<file path="config.mk">
export PLATFORM = sky130hd
export DESIGN_NAME = mcycle_ctrl
export DESIGN_NICKNAME = d
export VERILOG_FILES = /design/src/rtl/mcycle_ctrl_pkg.sv /design/src/rtl/mcycle_ctrl_div_seq.sv /design/src/rtl/mcycle_ctrl.sv
export SDC_FILE = /design/constraint.sdc
export NUM_CORES = 1
export LEC_CHECK = 0
export ABC_CLOCK_PERIOD_IN_PS = 6700
export BUFFER_PORTS_ARGS = -buffer_cell sky130_fd_sc_hd__buf_4
export CORE_MARGIN = 2
export CORE_UTILIZATION = 45
export DETAILED_ROUTE_END_ITERATION = 6
export MAX_ROUTING_LAYER = met4
export PLACE_DENSITY_LB_ADDON = 0.3
export SKIP_CTS_REPAIR_TIMING = 1
export SYNTH_ARGS = -nofsm -noshare
export SYNTH_HDL_FRONTEND = slang
export SYNTH_SLANG_ARGS = --single-unit
</file>
<file path="constraint.sdc">
create_clock -name clk -period 6.7 [get_ports clk]
set_input_delay 1.005 -clock clk [delete_from_list [all_inputs] [get_ports clk]]
set_output_delay 1.005 -clock clk [all_outputs]
set_load 0.1 [all_outputs]
</file>
<file path="src/rtl/mcycle_ctrl_pkg.sv">
// Shared types and constants for the EX-stage multi-cycle controller.
package mcycle_ctrl_pkg;

    // Divider sequencer states: free, divide-by-zero shortcut, stepping, result held
    typedef enum logic [1:0] {
        DIV_FREE   = 2'd0,
        DIV_BYZERO = 2'd1,
        DIV_ON     = 2'd2,
        DIV_END    = 2'd3
    } div_state_e;

    localparam int STALL_BUS_W = 6;

    // Stall vector bits: 0 pc, 1 if, 2 id, 3 ex, 4 mem, 5 wb
    localparam logic [STALL_BUS_W-1:0] STALL_NONE  = 6'b000000;
    localparam logic [STALL_BUS_W-1:0] STALL_TO_ID = 6'b000111;
    localparam logic [STALL_BUS_W-1:0] STALL_TO_EX = 6'b001111;

endpackage

</file>
<file path="src/rtl/mcycle_ctrl_div_seq.sv">
// Radix-2 restoring divider sequencer: FSM, step counter, {rem,quot} shift
// register and final sign correction for signed divides.
module div_seq
    import mcycle_ctrl_pkg::*;
#(
    parameter int DATA_W = 32
) (
    input  logic                clk,
    input  logic                rst,
    input  logic                start,
    input  logic                annul,
    input  logic                sgn,
    input  logic [DATA_W-1:0]   op_a,
    input  logic [DATA_W-1:0]   op_b,
    output logic [2*DATA_W-1:0] result,
    output logic                ready
);

    localparam int CNT_W = $clog2(DATA_W);

    div_state_e          state, state_nxt;
    logic [CNT_W-1:0]    count;
    logic [2*DATA_W:0]   rq;        // {rem (DATA_W+1), quot (DATA_W)}
    logic [DATA_W-1:0]   dvs;
    logic                sgn_q, neg_a, neg_b;

    logic [DATA_W-1:0]   abs_a, abs_b;
    logic [DATA_W:0]     cand;
    logic [DATA_W+1:0]   diff;
    logic [2*DATA_W:0]   rq_step;
    logic [DATA_W-1:0]   quot, rem, quot_fix, rem_fix;

    // Operand magnitudes, one restoring step, and the sign-corrected result
    always_comb begin
        abs_a    = (sgn && op_a[DATA_W-1]) ? -op_a : op_a;
        abs_b    = (sgn && op_b[DATA_W-1]) ? -op_b : op_b;
        // Shift {rem,quot} left by one: the quotient MSB moves into the remainder
        cand     = rq[2*DATA_W-1:DATA_W-1];
        diff     = {rq[2*DATA_W], cand} - {2'b00, dvs};
        if (diff[DATA_W+1])
            rq_step = {cand, rq[DATA_W-2:0], 1'b0};
        else
            rq_step = {diff[DATA_W:0], rq[DATA_W-2:0], 1'b1};
        quot     = rq[DATA_W-1:0];
        rem      = rq[2*DATA_W-1:DATA_W];
        quot_fix = (sgn_q && (neg_a ^ neg_b)) ? -quot : quot;
        rem_fix  = neg_a ? -rem : rem;
    end

    // Next-state decode; annul or a dropped start abandons any divide in flight
    always_comb begin
        state_nxt = state;
        case (state)
            DIV_FREE: begin
                if (start && !annul)
                    state_nxt = (op_b == '0) ? DIV_BYZERO : DIV_ON;
            end
            DIV_BYZERO: begin
                if (annul || !start) state_nxt = DIV_FREE;
                else                 state_nxt = DIV_END;
            end
            DIV_ON: begin
                if (annul || !start)                      state_nxt = DIV_FREE;
                else if (count == CNT_W'(DATA_W - 1))      state_nxt = DIV_END;
            end
            DIV_END: begin
                if (!start) state_nxt = DIV_FREE;
            end
            default: state_nxt = DIV_FREE;
        endcase
    end

    // State register
    always_ff @(posedge clk or posedge rst) begin
        if (rst) state <= DIV_FREE;
        else     state <= state_nxt;
    end

    // Datapath: latch operands, step the shift register, publish the result
    always_ff @(posedge clk or posedge rst) begin
        if (rst) begin
            count  <= '0;
            rq     <= '0;
            dvs    <= '0;
            sgn_q  <= 1'b0;
            neg_a  <= 1'b0;
            neg_b  <= 1'b0;
            result <= '0;
            ready  <= 1'b0;
        end else begin
            case (state)
                DIV_FREE: begin
                    if (start && !annul && op_b != '0) begin
                        dvs   <= abs_b;
                        rq    <= {{(DATA_W+1){1'b0}}, abs_a};
                        count <= '0;
                        sgn_q <= sgn;
                        neg_a <= sgn & op_a[DATA_W-1];
                        neg_b <= sgn & op_b[DATA_W-1];
                    end
                end
                DIV_BYZERO: begin
                    // Zero quotient and remainder; negating zero keeps it zero
                    rq <= '0;
                end
                DIV_ON: begin
                    if (!annul && start) begin
                        rq    <= rq_step;
                        count <= count + 1'b1;
                    end
                end
                DIV_END: begin
                    if (start) begin
                        result <= {rem_fix, quot_fix};
                        ready  <= 1'b1;
                    end else begin
                        result <= '0;
                        ready  <= 1'b0;
                    end
                end
                default: ;
            endcase
        end
    end

endmodule

</file>
<file path="src/rtl/mcycle_ctrl.sv">
// EX-stage multi-cycle controller: divider sequencing plus pipeline stall
// arbitration (EX requests outrank ID requests; mem/wb never stall).
module mcycle_ctrl
    import mcycle_ctrl_pkg::*;
#(
    parameter int DATA_W  = 32,
    parameter int STALL_W = 6
) (
    input  logic                clk,
    input  logic                rst,
    input  logic                start_i,
    input  logic                annul_i,
    input  logic                signed_i,
    input  logic [DATA_W-1:0]   opdata1_i,
    input  logic [DATA_W-1:0]   opdata2_i,
    input  logic                stallreq_id_i,
    input  logic                stallreq_ex_i,
    output logic [2*DATA_W-1:0] result_o,
    output logic                ready_o,
    output logic [STALL_W-1:0]  stall_o
);

    logic div_stall;

    div_seq #(.DATA_W(DATA_W)) u_div (
        .clk    (clk),
        .rst    (rst),
        .start  (start_i),
        .annul  (annul_i),
        .sgn    (signed_i),
        .op_a   (opdata1_i),
        .op_b   (opdata2_i),
        .result (result_o),
        .ready  (ready_o)
    );

    // Stall arbitration; reset forces the vector low without waiting for a clock
    always_comb begin
        div_stall = start_i & ~ready_o & ~annul_i;
        stall_o   = STALL_W'(STALL_NONE);
        if (rst)
            stall_o = STALL_W'(STALL_NONE);
        else if (stallreq_ex_i || div_stall)
            stall_o = STALL_W'(STALL_TO_EX);
        else if (stallreq_id_i)
            stall_o = STALL_W'(STALL_TO_ID);
    end

endmodule

</file>
# Word-level counts from Yosys, hierarchy flattened
# Index checks and enable logic that the tools add are counted.
[totals]
regBits = 172
input_bits = 71
rom_bits = 0
ram_bits = 0
elab_cells = 72
mem_count = 0
latchBits = 0
[op_classes]
multipliers = 0
reduce_logical = 18
order_cmp = 0
add_sub_neg = 6
div_mod_pow = 0
n_shift = 0
n_bitwise = 7
mux = 23
n_eq_ne = 9
[op_table]
columns = ["cell", "count"]
rows = [
  ["$mux 65", 3],
  ["$pmux 65 s3", 1],
  ["$mux 32", 4],
  ["$neg 32->32", 4],
  ["$mux 64", 1],
  ["$sub 34x32->34", 1],
  ["$logic_not 32->1", 1],
  ["$reduce_bool 32->1", 1],
  ["$mux 2", 6],
  ["$mux 5", 2],
  ["$pmux 5 s2", 1],
  ["$reduce_and 3->1", 3],
  ["$mux 4", 2],
  ["$pmux 2 s4", 1],
  ["$ne 2x1->1 const B", 3],
  ["$add 5x1->5 const B", 1],
  ["$eq 5x5->1 const B", 1],
  ["$logic_and 1x1->1", 5],
  ["$and 1x1->1", 4],
  ["$eq 2x2->1 const B", 2],
  ["$mux 3", 1],
  ["$ne 3x1->1 const B", 1],
  ["$reduce_bool 3->1", 1],
  ["$eq 2x1->1 const B", 1],
  ["9 further kinds", 12],
]

# Logic depth before layout (Yosys ltp)
# Gate-level depths: netlist (run 1).
[depth]
ltp_word = 6
depth_mapped = 14
ltp_nobuf = 13

# By module
# From an unflattened synthesis (run 1), not the netlist that was laid out.
[unflattened]
cells_unflattened = 1420
area_unflattened_um2 = 11725.0
[modules_own_cells]
columns = ["mod", "area_each_um2", "cells_each", "seq_area_each_um2", "instances"]
rows = [
  ["div_seq", 11664.9, 1410, 4304.1, 1],
  ["mcycle_ctrl", 60.1, 10, 0.0, 1],
]

# Least setup slack after synthesis (run 1)
# No wires, ideal clock.
[synth_timing]
kind = "input to output"
from = "input port rst"
to = "output port stall_o[1]"
required_ns = 5.695
slack_ns = -0.188
cell_stages = 3
arrival_ns = 5.883
cell_sequence = "inv_1 -> a21o_1 -> buf_4"
[synth_between]
elab_chain_cells = 1
[synth_lines]
columns = ["item", "line_no", "text"]
rows = [
  ["from (decl)", "mcycle_ctrl.sv:10", "input logic rst,"],
  ["$mux 4", "mcycle_ctrl.sv:41", "if (rst)"],
  ["to (decl)", "mcycle_ctrl.sv:20", "output logic [STALL_W-1:0] stall_o"],
]
# No other way between the ends.

# Final worst setup path (run 1)
[layout_timing]
from = "input port opdata2_i[6]"
to = "register u_div.rq[16]"
[layout_between]
elab_chain_cells = 4
[layout_lines]
columns = ["item", "line_no", "text"]
rows = [
  ["from (decl)", "mcycle_ctrl.sv:15", "input logic [DATA_W-1:0] opdata2_i,"],
  ["$reduce_bool 32->1", "mcycle_ctrl_div_seq.sv:93", "if (start && !annul && op_b != '0) begin"],
  ["$logic_and 1x1->1", "mcycle_ctrl_div_seq.sv:93", ""],
  ["$ne 2x1->1 (no line)", "-", ""],
  ["$reduce_and 3->1 (no line)", "-", ""],
  ["to (signal assigned)", "mcycle_ctrl_div_seq.sv:95", "rq <= {{(DATA_W+1){1'b0}}, abs_a};"],
  ["to (signal assigned)", "mcycle_ctrl_div_seq.sv:108", "rq <= rq_step;"],
  ["to (decl)", "mcycle_ctrl_div_seq.sv:23", "logic [2*DATA_W:0] rq;"],
]
# No other way between the ends.
# A chain may end at the register's enable or synchronous reset.

==> results of run 1 <==
==> final cells by class <==
cell class                 count  area (sq um)
clock inverter                13         180.2
sequential                   172          4304
clock buffer                  19         432.9
tap                          330         412.9
fill                        2397         11830
timing repair buffer         146          1109
inverter                     131         495.5
multi-input combinational   1021          6495
==> routing by layer <==
metal  track usage [%]  wire [um]
met1             30.37      13730
met2             33.24      12780
met3             2.988       1551
met4             5.968        512
met5                 -          0
==> cells by family (layout without fill, tap and decap cells) <==
kind of cell / count (synthesis) / count (layout) / share of synthesized area, %
compound gates: 418 / 418 / 21.44
simple gates: 381 / 381 / 15.82
buf+inv: 207 / 309 / 7.225
flops: 172 / 172 / 37.04
xor+xnor: 142 / 142 / 10.70
fa+ha+maj: 44 / 44 / 4.802
mux: 34 / 34 / 2.940
other cells: 1 / 2 / 0.03227
==> critical path, delay by kind of cell <==
kind,cells,cell delay [ns]
AOI/OAI and AO/OA,1,0.17
and+or+nand+nor,7,2.95
buffers and inverters,2,0.60
==> cells in the final DEF, fill, tap and decap left out, types with 32 or more instances in the layout <==
cell type	synthesis	layout
o21ai_0	110	110
inv_1	131	130
o22ai_1	66	66
nand2_1	144	142
buf_4	6	145
dfrtp_1	172	172
xnor2_1	73	73
xor2_1	69	69
mux2i_1	33	33
ha_1	43	42
a21oi_1	128	128
o31ai_1	32	32
nor2_1	96	96
==> flip-flops by register name (all words and copies together), names as in the netlist <==
name	count
u_div.rq	65
u_div.result	64
u_div.dvs	32
u_div.count	5
u_div.state	2
u_div.neg_a	1
u_div.neg_b	1
u_div.ready	1
u_div.sgn_q	1
==> metrics by stage <==
step                instance area, sq um  std cells
floorplan                          11630       1400
global placement                   12820       1800
detailed placement                 12820       1800
CTS                                13430       1832
global route                       13430       1832
finish                             13430       1832
==> how the worst min path moves through the flow <==
stage,cells after the start,endpoint,slack (ns),from
floorplan,2,u_div.dvs[15],0.45,u_div.dvs[15]
global placement,2,u_div.dvs[15],0.46,u_div.dvs[15]
detailed placement,2,u_div.dvs[19],0.48,u_div.dvs[19]
CTS,2,u_div.dvs[19],0.49,u_div.dvs[19]
global route,2,u_div.dvs[19],0.51,u_div.dvs[19]
finish,2,u_div.dvs[30],0.49,u_div.dvs[30]
==> power by group <==
| part | internal (mW) | switching, mW | leakage (nW) |
|---|---|---|---|
| Clock | 0.598 | 0.444 | 0.293 |
| Combinational | 1.08 | 2.37 | 3.46 |
| Sequential | 1.38 | 0.301 | 2.24 |
| Total | 3.05 | 3.11 | 5.99 |
==> results.json, run 1 <==
{
  "fin_util_pct": 53.18,
  "r2r-end": "u_div.rq[63]",
  "synth_commonest_cells": "dfrtp_1, nand2_1, inv_1, a21oi_1, o21ai_0",
  "cts_tree": "done",
  "setup_ws_ns": 2.238,
  "grt_pass1_wl_um": 46020,
  "vias": 9979,
  "grt_max_degree": 173,
  "crit_path_max_incr_delay_ns": 0.82,
  "power_mw": 6.164,
  "endpoint": "u_div.rq[16]",
  "pin_count": 142,
  "hold_slack_ns": 0.4874,
  "avgSynthCellArea_sq_um": 8.306,
  "drive_above_1_share_pct": 13.58,
  "routed_wirelength_um": 28570,
  "die_area_sq_um": 27120,
  "viasPerCell": 5.447,
  "cts_made_buffers": 17,
  "antenna_found_initial": 0,
  "ant_nets": 0,
  "yosysTopAreaCell": "dfrtp_1",
  "hold_viol_final": 0,
  "grt_pass1_vias": 9184,
  "cp.required_ns": 7.00,
  "syn_area_sq_um": 11620,
  "path_clk_slew_ns": 0.07,
  "status": "finished clean",
  "nNetsFinal": 1604,
  "chipWidth_um": 164.7,
  "port_buffers": 139,
  "core_area_sq_um": 25250,
  "worstSetupEndpointType": "flip-flop",
  "vdd_drop_max_mv": 0.3056,
  "place.gp.congestion": 0.8956,
  "hp-class": "reg -> reg",
  "crit_arrival_ns": 4.76,
  "crit_fanout": 56,
  "cts_buffer_depth": 2,
  "cp-startpoint": "opdata2_i[6]",
  "yosysMostFrequentCell": "dfrtp_1",
  "initial_core_util_pct": 46.01,
  "ys_types": 72,
  "fin_crit_sh_pct": 66.60,
  "netlist.area_leader.share_pct": 37.04,
  "critPathSlowestCell": "or2_2",
  "synth-edff-count": 0,
  "dieHeight_um": 164.7,
  "cts-root-buf": "clkbuf_16",
  "slew_headroom_pct": 23.15,
  "slew_viol_final": 0,
  "synth.area.top_cells": "dfrtp_1, a21oi_1, xnor2_1",
  "rows": 58,
  "clock_latency_ns": 0.43,
  "cts_max_level": 4,
  "startpoint_type": "input port",
  "tns_ns": 0,
  "drc": 0,
  "area_delta_synth_final_pct": 15.57,
  "firstDrtPassIters": 6,
  "synth_ff_type": "dfrtp_1",
  "power.density_nw_per_um2": 459.0,
  "drt_iter0_drc": 683,
  "crit_chain": "buf_4 -> nor4_1 -> or4b_2 -> nor4_4 -> and3_4 -> nor2_2 -> nor2_2 -> or2_2 -> buf_4 -> o21ai_0",
  "syn_inst": 1399,
  "min_period_ns": 4.462,
  "hpwl_um": 20970,
  "setup_violations": 0,
  "r2r_start": "u_div.rq[32]",
  "finalClockSkew_ns": 0.01325,
  "synth_seq_cells": 172,
  "yosys_warnings": 0,
  "dp_slack_ns": 1.795,
  "cts_sinks": 172,
  "rr_worst_depth": 10,
  "track_usage_pct": 21.73,
  "fmax_mhz": 224.1,
  "reg2reg_slack_ns": 2.96,
  "maxCapViolCount": 0,
  "rsz0062_at_grt": "no",
  "ys_async_sr_fraction_pct": 100.0,
  "crit_type": "in -> reg",
  "ys_seq_area_share_pct": 37.04,
  "wl_per_cell_um": 15.60,
  "diodes": 0,
  "p_leak_nw": 5.993,
  "worstMarginPinSlew_ns": 1.149,
  "grt_overflow_total": 0
}
(Power assumes the default switching activity.)
==> inputs of run 2 (changes only) <==
Settings changed: ABC_CLOCK_PERIOD_IN_PS 6700 to 4490.
Clock period 6.7 ns to 4.49 ns, I/O delays scaled along.
==> run 2 against run 1 <==
- non-clock buffer count is 9 higher
- count of clock-buffer cells in the layout is the same
- clock skew decreased by 0.0053 ns
- global-route usage up 0.11 points
- final area rose by 0.68%
- sequential power rose by 46%
- wire length up 0.48%
- die area stayed put
- largest cell class unchanged
==> results.json, run 2 (synthesized netlist as in run 1, its figures left out) <==
{
  "grt_overflow_total": 0,
  "fill_cells": 2364,
  "worstMarginPinSlew_ns": 1.017,
  "ant_nets": 0,
  "dieHeight_um": 164.7,
  "hold_viol_final": 0,
  "pin_count": 142,
  "rows": 58,
  "multi_input_area_sq_um": 6496,
  "crit_fanout": 21,
  "rsz0062_at_grt": "no",
  "initial_core_util_pct": 46.01,
  "finalClockSkew_ns": 0.007940,
  "drt_iter0_drc": 729,
  "min_period_ns": 3.454,
  "crit_arrival_ns": 3.74,
  "slew_viol_final": 0,
  "seqPwrFrac_pct": 26.6,
  "firstDrtPassIters": 6,
  "placed_area_sq_um": 12900,
  "rr_worst_depth": 12,
  "final_common_cell": "dfrtp_1",
  "worstSetupEndpointType": "flip-flop",
  "cts_made_buffers": 17,
  "p_int_mw": 4.633,
  "largest_register": "u_div.rq",
  "port_buffers": 139,
  "area_delta_synth_final_pct": 16.36,
  "grt_pass1_wl_um": 46400,
  "cts-root-buf": "clkbuf_16",
  "core_area_sq_um": 25250,
  "drive_above_1_share_pct": 14.11,
  "switching_share_pct": 50.07,
  "path_clk_slew_ns": 0.07,
  "crit_type": "reg -> reg",
  "fin_area_sq_um": 13520,
  "antenna_found_initial": 0,
  "power.density_nw_per_um2": 686.3,
  "hp-class": "reg -> reg",
  "cts_buffer_depth": 2,
  "setup_violations": 0,
  "cp.required_ns": 4.77,
  "fmax_mhz": 289.6,
  "chipWidth_um": 164.7,
  "startpoint_type": "flip-flop",
  "place.gp.congestion": 0.8950,
  "fin_crit_sh_pct": 76.92,
  "power.switching_mw": 4.647,
  "fin_util_pct": 53.54,
  "p_leak_nw": 6.043,
  "ff_latch_area_sq_um": 4304,
  "nNetsFinal": 1613,
  "hpwl_um": 21210,
  "hold_slack_ns": 0.4772,
  "diodes": 0,
  "whs_path_depth": 2,
  "slew_headroom_pct": 32.05,
  "die_area_sq_um": 27120,
  "routed_wirelength_um": 28710,
  "cts_sinks": 172,
  "vias": 10020,
  "largest_reg_flops": 65,
  "drc": 0,
  "largest_registers": "u_div.rq x65, u_div.result x64, u_div.dvs x32",
  "wl_per_cell_um": 15.60,
  "cts_max_level": 4,
  "vdd_drop_max_mv": 0.4511,
  "viasPerCell": 5.446,
  "status": "finished clean",
  "grt_pass1_vias": 9300,
  "maxCapViolCount": 0,
  "pwr-share-clk_pct": 17.0,
  "power_mw": 9.279,
  "final_cell_mix": "dfrtp_1, buf_4, nand2_1, inv_1, a21oi_1",
  "grt_max_degree": 173,
  "power_frac_comb_pct": 56.5,
  "track_usage_pct": 21.84,
  "cts_tree": "done",
  "clock_latency_ns": 0.43
}
## run 2: area by class of cell
class	instances	share of cell area, %
inverters	131	3.665
clock inverters	12	1.407
multi-input cells	1021	48.05
well taps	330	3.054
flip-flops and latches	172	31.83
clock buffers	19	3.202
repair buffers	155	8.791
## run 2: routing by layer
layer	part of all wire, %	vias to the layer above	GRT usage (%)	wire length [um]
met3	4.8	26	2.185	1373
met5	0	-	-	0
met4	1.3	0	5.771	376
li1	-	5072	-	-
met2	45	264	34.42	13020
met1	49	4659	30.28	13940
## run 2: through the flow
stage,setup slack [ns],setup TNS (ns),cells
global placement,0.8685,0,1809
detailed placement,0.8041,0,1809
CTS,1.080,0,1840
finish,1.036,0,1840
global route,0.8792,0,1840
floorplan,-0.3805,-0.8629,1400
## run 2: critical path, stage by stage, from the launching register on
cell	delay [ns]
dfrtp_1	0.46
ha_1	0.38
a21o_1	0.23
a31oi_1	0.16
o21a_1	0.28
o31ai_1	0.12
buf_4	0.16
o2111ai_1	0.24
a21boi_0	0.25
nor2b_4	0.41
buf_12	0.25
mux2i_1	0.24
o21ai_0	0.12
## run 2: power groups by stage
stage	Combinational [mW]	Sequential (mW)	Clock, mW
final	5.24	2.46	1.58
after global placement	5.15	2.47	0
after global routing	5.71	2.53	1.66
after detailed placement	5.22	2.49	0
after floorplan	2.93	3.65	0
after CTS	5.24	2.46	1.59
## run 2: worst paths after layout
check	start	endpoint	slack (ns)
max in group asynchronous	rst	u_div.rq[37]	3.26
min reg2reg	u_div.dvs[19]	u_div.dvs[19]	0.48
min	u_div.dvs[19]	u_div.dvs[19]	0.48
max	u_div.rq[35]	u_div.rq[40]	1.04
max reg2reg	u_div.rq[35]	u_div.rq[40]	1.04
min in group asynchronous	rst	u_div.ready	0.50
==> inputs of run 3 (changes only) <==
Settings changed: ABC_CLOCK_PERIOD_IN_PS 4490 to 3040.
Clock period 4.49 ns to 3.04 ns, I/O delays scaled along.
==> run 3 against run 2 <==
- sequential power rose by 47%
- setup slack got worse by 0.92 ns
- final cell count rose by 3.1%
- flip-flop and latch count did not move
- clock power rose by 36%
- clock skew rose by 0.0036 ns
- final area rose by 3.8%
- wire length rose by 2.4%
- non-clock buffer count rose by 56
- critical path depth fell by 5
- first-iteration DRC count fell by 16%
- critical path type unchanged
- critical endpoint is now u_div.result[63]
==> results.json, run 3 (synthesized netlist as in run 1, its figures left out) <==
{
  "track_usage_pct": 22.47,
  "wl_per_cell_um": 15.50,
  "antenna_found_initial": 0,
  "reg2reg_slack_ns": 0.12,
  "cts_buffer_depth": 2,
  "worstMarginPinSlew_ns": 1.049,
  "fin_area_sq_um": 14030,
  "cts_tree": "done",
  "p_leak_nw": 6.327,
  "fin_util_pct": 55.57,
  "grt_pass1_vias": 9742,
  "startpoint_type": "flip-flop",
  "cts-root-buf": "clkbuf_16",
  "routed_wirelength_um": 29410,
  "drive_above_1_share_pct": 18.44,
  "largest_reg_flops": 65,
  "chipWidth_um": 164.7,
  "cp_top_family": "simple AND/OR/NAND/NOR gates",
  "cts_sinks": 172,
  "power_mw": 13.85,
  "grt_max_degree": 173,
  "nNetsFinal": 1669,
  "final_cell_mix": "buf_4, dfrtp_1, nand2_1, inv_1, a21oi_1",
  "crit_type": "reg -> reg",
  "placed_area_sq_um": 13340,
  "r2r-end": "u_div.result[63]",
  "hold_viol_final": 0,
  "clock_latency_ns": 0.44,
  "hold_slack_ns": 0.1812,
  "crit_chain": "or4_4 -> or4_4 -> or3_4 -> or3_4 -> o41ai_2 -> xor2_1 -> o22ai_1",
  "drt_iter0_drc": 615,
  "crit_arrival_ns": 3.20,
  "crit_path_max_incr_delay_ns": 0.55,
  "vias": 10250,
  "hp-class": "in -> async",
  "status": "finished clean",
  "grt_overflow_total": 0,
  "grt_pass1_wl_um": 47680,
  "largest_registers": "u_div.rq x65, u_div.result x64, u_div.dvs x32",
  "firstDrtPassIters": 5,
  "power.density_nw_per_um2": 987.0,
  "port_buffers": 139,
  "hpwl_um": 22170,
  "cts_max_level": 4,
  "rows": 58,
  "setup_violations": 0,
  "viasPerCell": 5.405,
  "fin_crit_sh_pct": 96.16,
  "cp.buffers_inverters": 0,
  "fill_cells": 2328,
  "finalClockSkew_ns": 0.01155,
  "cts_made_buffers": 17,
  "dieHeight_um": 164.7,
  "critPathSlowestCell": "or4_4",
  "initial_core_util_pct": 46.01,
  "core_area_sq_um": 25250,
  "worstSetupEndpointType": "flip-flop",
  "cp.required_ns": 3.32,
  "pin_count": 142,
  "vdd_drop_max_mv": 0.5986,
  "largest_register": "u_div.rq",
  "area_delta_synth_final_pct": 20.78,
  "path_clk_slew_ns": 0.07,
  "dp.cells": 1863,
  "slew_viol_final": 0,
  "maxCapViolCount": 0,
  "diodes": 0,
  "fmax_mhz": 342.1,
  "drc": 0,
  "final_common_cell": "buf_4",
  "slew_headroom_pct": 30.08,
  "die_area_sq_um": 27120,
  "crit_fanout": 5,
  "finalNonFillerCells": 1897,
  "rr_worst_depth": 7,
  "place.gp.congestion": 0.9009,
  "min_period_ns": 2.923,
  "ant_nets": 0,
  "r2r_start": "u_div.rq[38]"
}
[run 3: cell count changes in the layout (fill, tap and decap cells not counted), sizes merged]
cell    before  now
buf        155  211
bufinv       4    0
inv        132  136
clkinv       4    7
clkbuf      19   17
[run 3: worst min-delay path, delay by kind of cell]
family | cells | cell delay, ns
buffers and inverters | 3 | 0.68
[run 3: final cells by class]
class / instances / area (sq um) / area share [%]
flip-flops and latches: 172 / 4309 / 30.70
clock inverters: 15 / 176.4 / 1.257
inverters: 131 / 495.5 / 3.530
multi-input cells: 1021 / 6569 / 46.80
repair buffers: 211 / 1647 / 11.73
clock buffers: 17 / 425.4 / 3.031
well taps: 330 / 412.9 / 2.942
[run 3: worst max-delay path by stage]
stage,depth (start not counted),endpoint,slack (ns),start
floorplan,3,stall_o[1],-1.40,rst
global placement,11,u_div.rq[31],0.03,opdata2_i[6]
detailed placement,11,u_div.rq[45],-0.06,opdata2_i[6]
CTS,10,u_div.result[58],0.04,u_div.rq[32]
global route,13,u_div.rq[64],-0.03,u_div.rq[31]
finish,7,u_div.result[63],0.12,u_div.rq[38]
[run 3: metal layers]
layer	GRT usage [%]	wire length [um]	vias to the layer above
met5	-	0	-
met4	5.613	456	0
met3	2.888	1580	38
met2	36.04	13610	249
met1	30.36	13760	4779
li1	-	-	5187
[run 3: metrics by stage]
step	setup slack (ns)	setup TNS, ns
floorplan	-1.395	-3.908
global placement	0.03059	0
global route	-0.02871	-0.03674
finish	0.1166	0
detailed placement	-0.06045	-0.6971
CTS	0.03804	0
[run 3: power by group]
group / internal (mW) / switching (mW) / leakage [nW]
Sequential: 3.03 / 0.593 / 2.24
Clock: 1.11 / 1.05 / 0.286
Combinational: 2.69 / 5.38 / 3.81
Total: 6.83 / 7.02 / 6.33
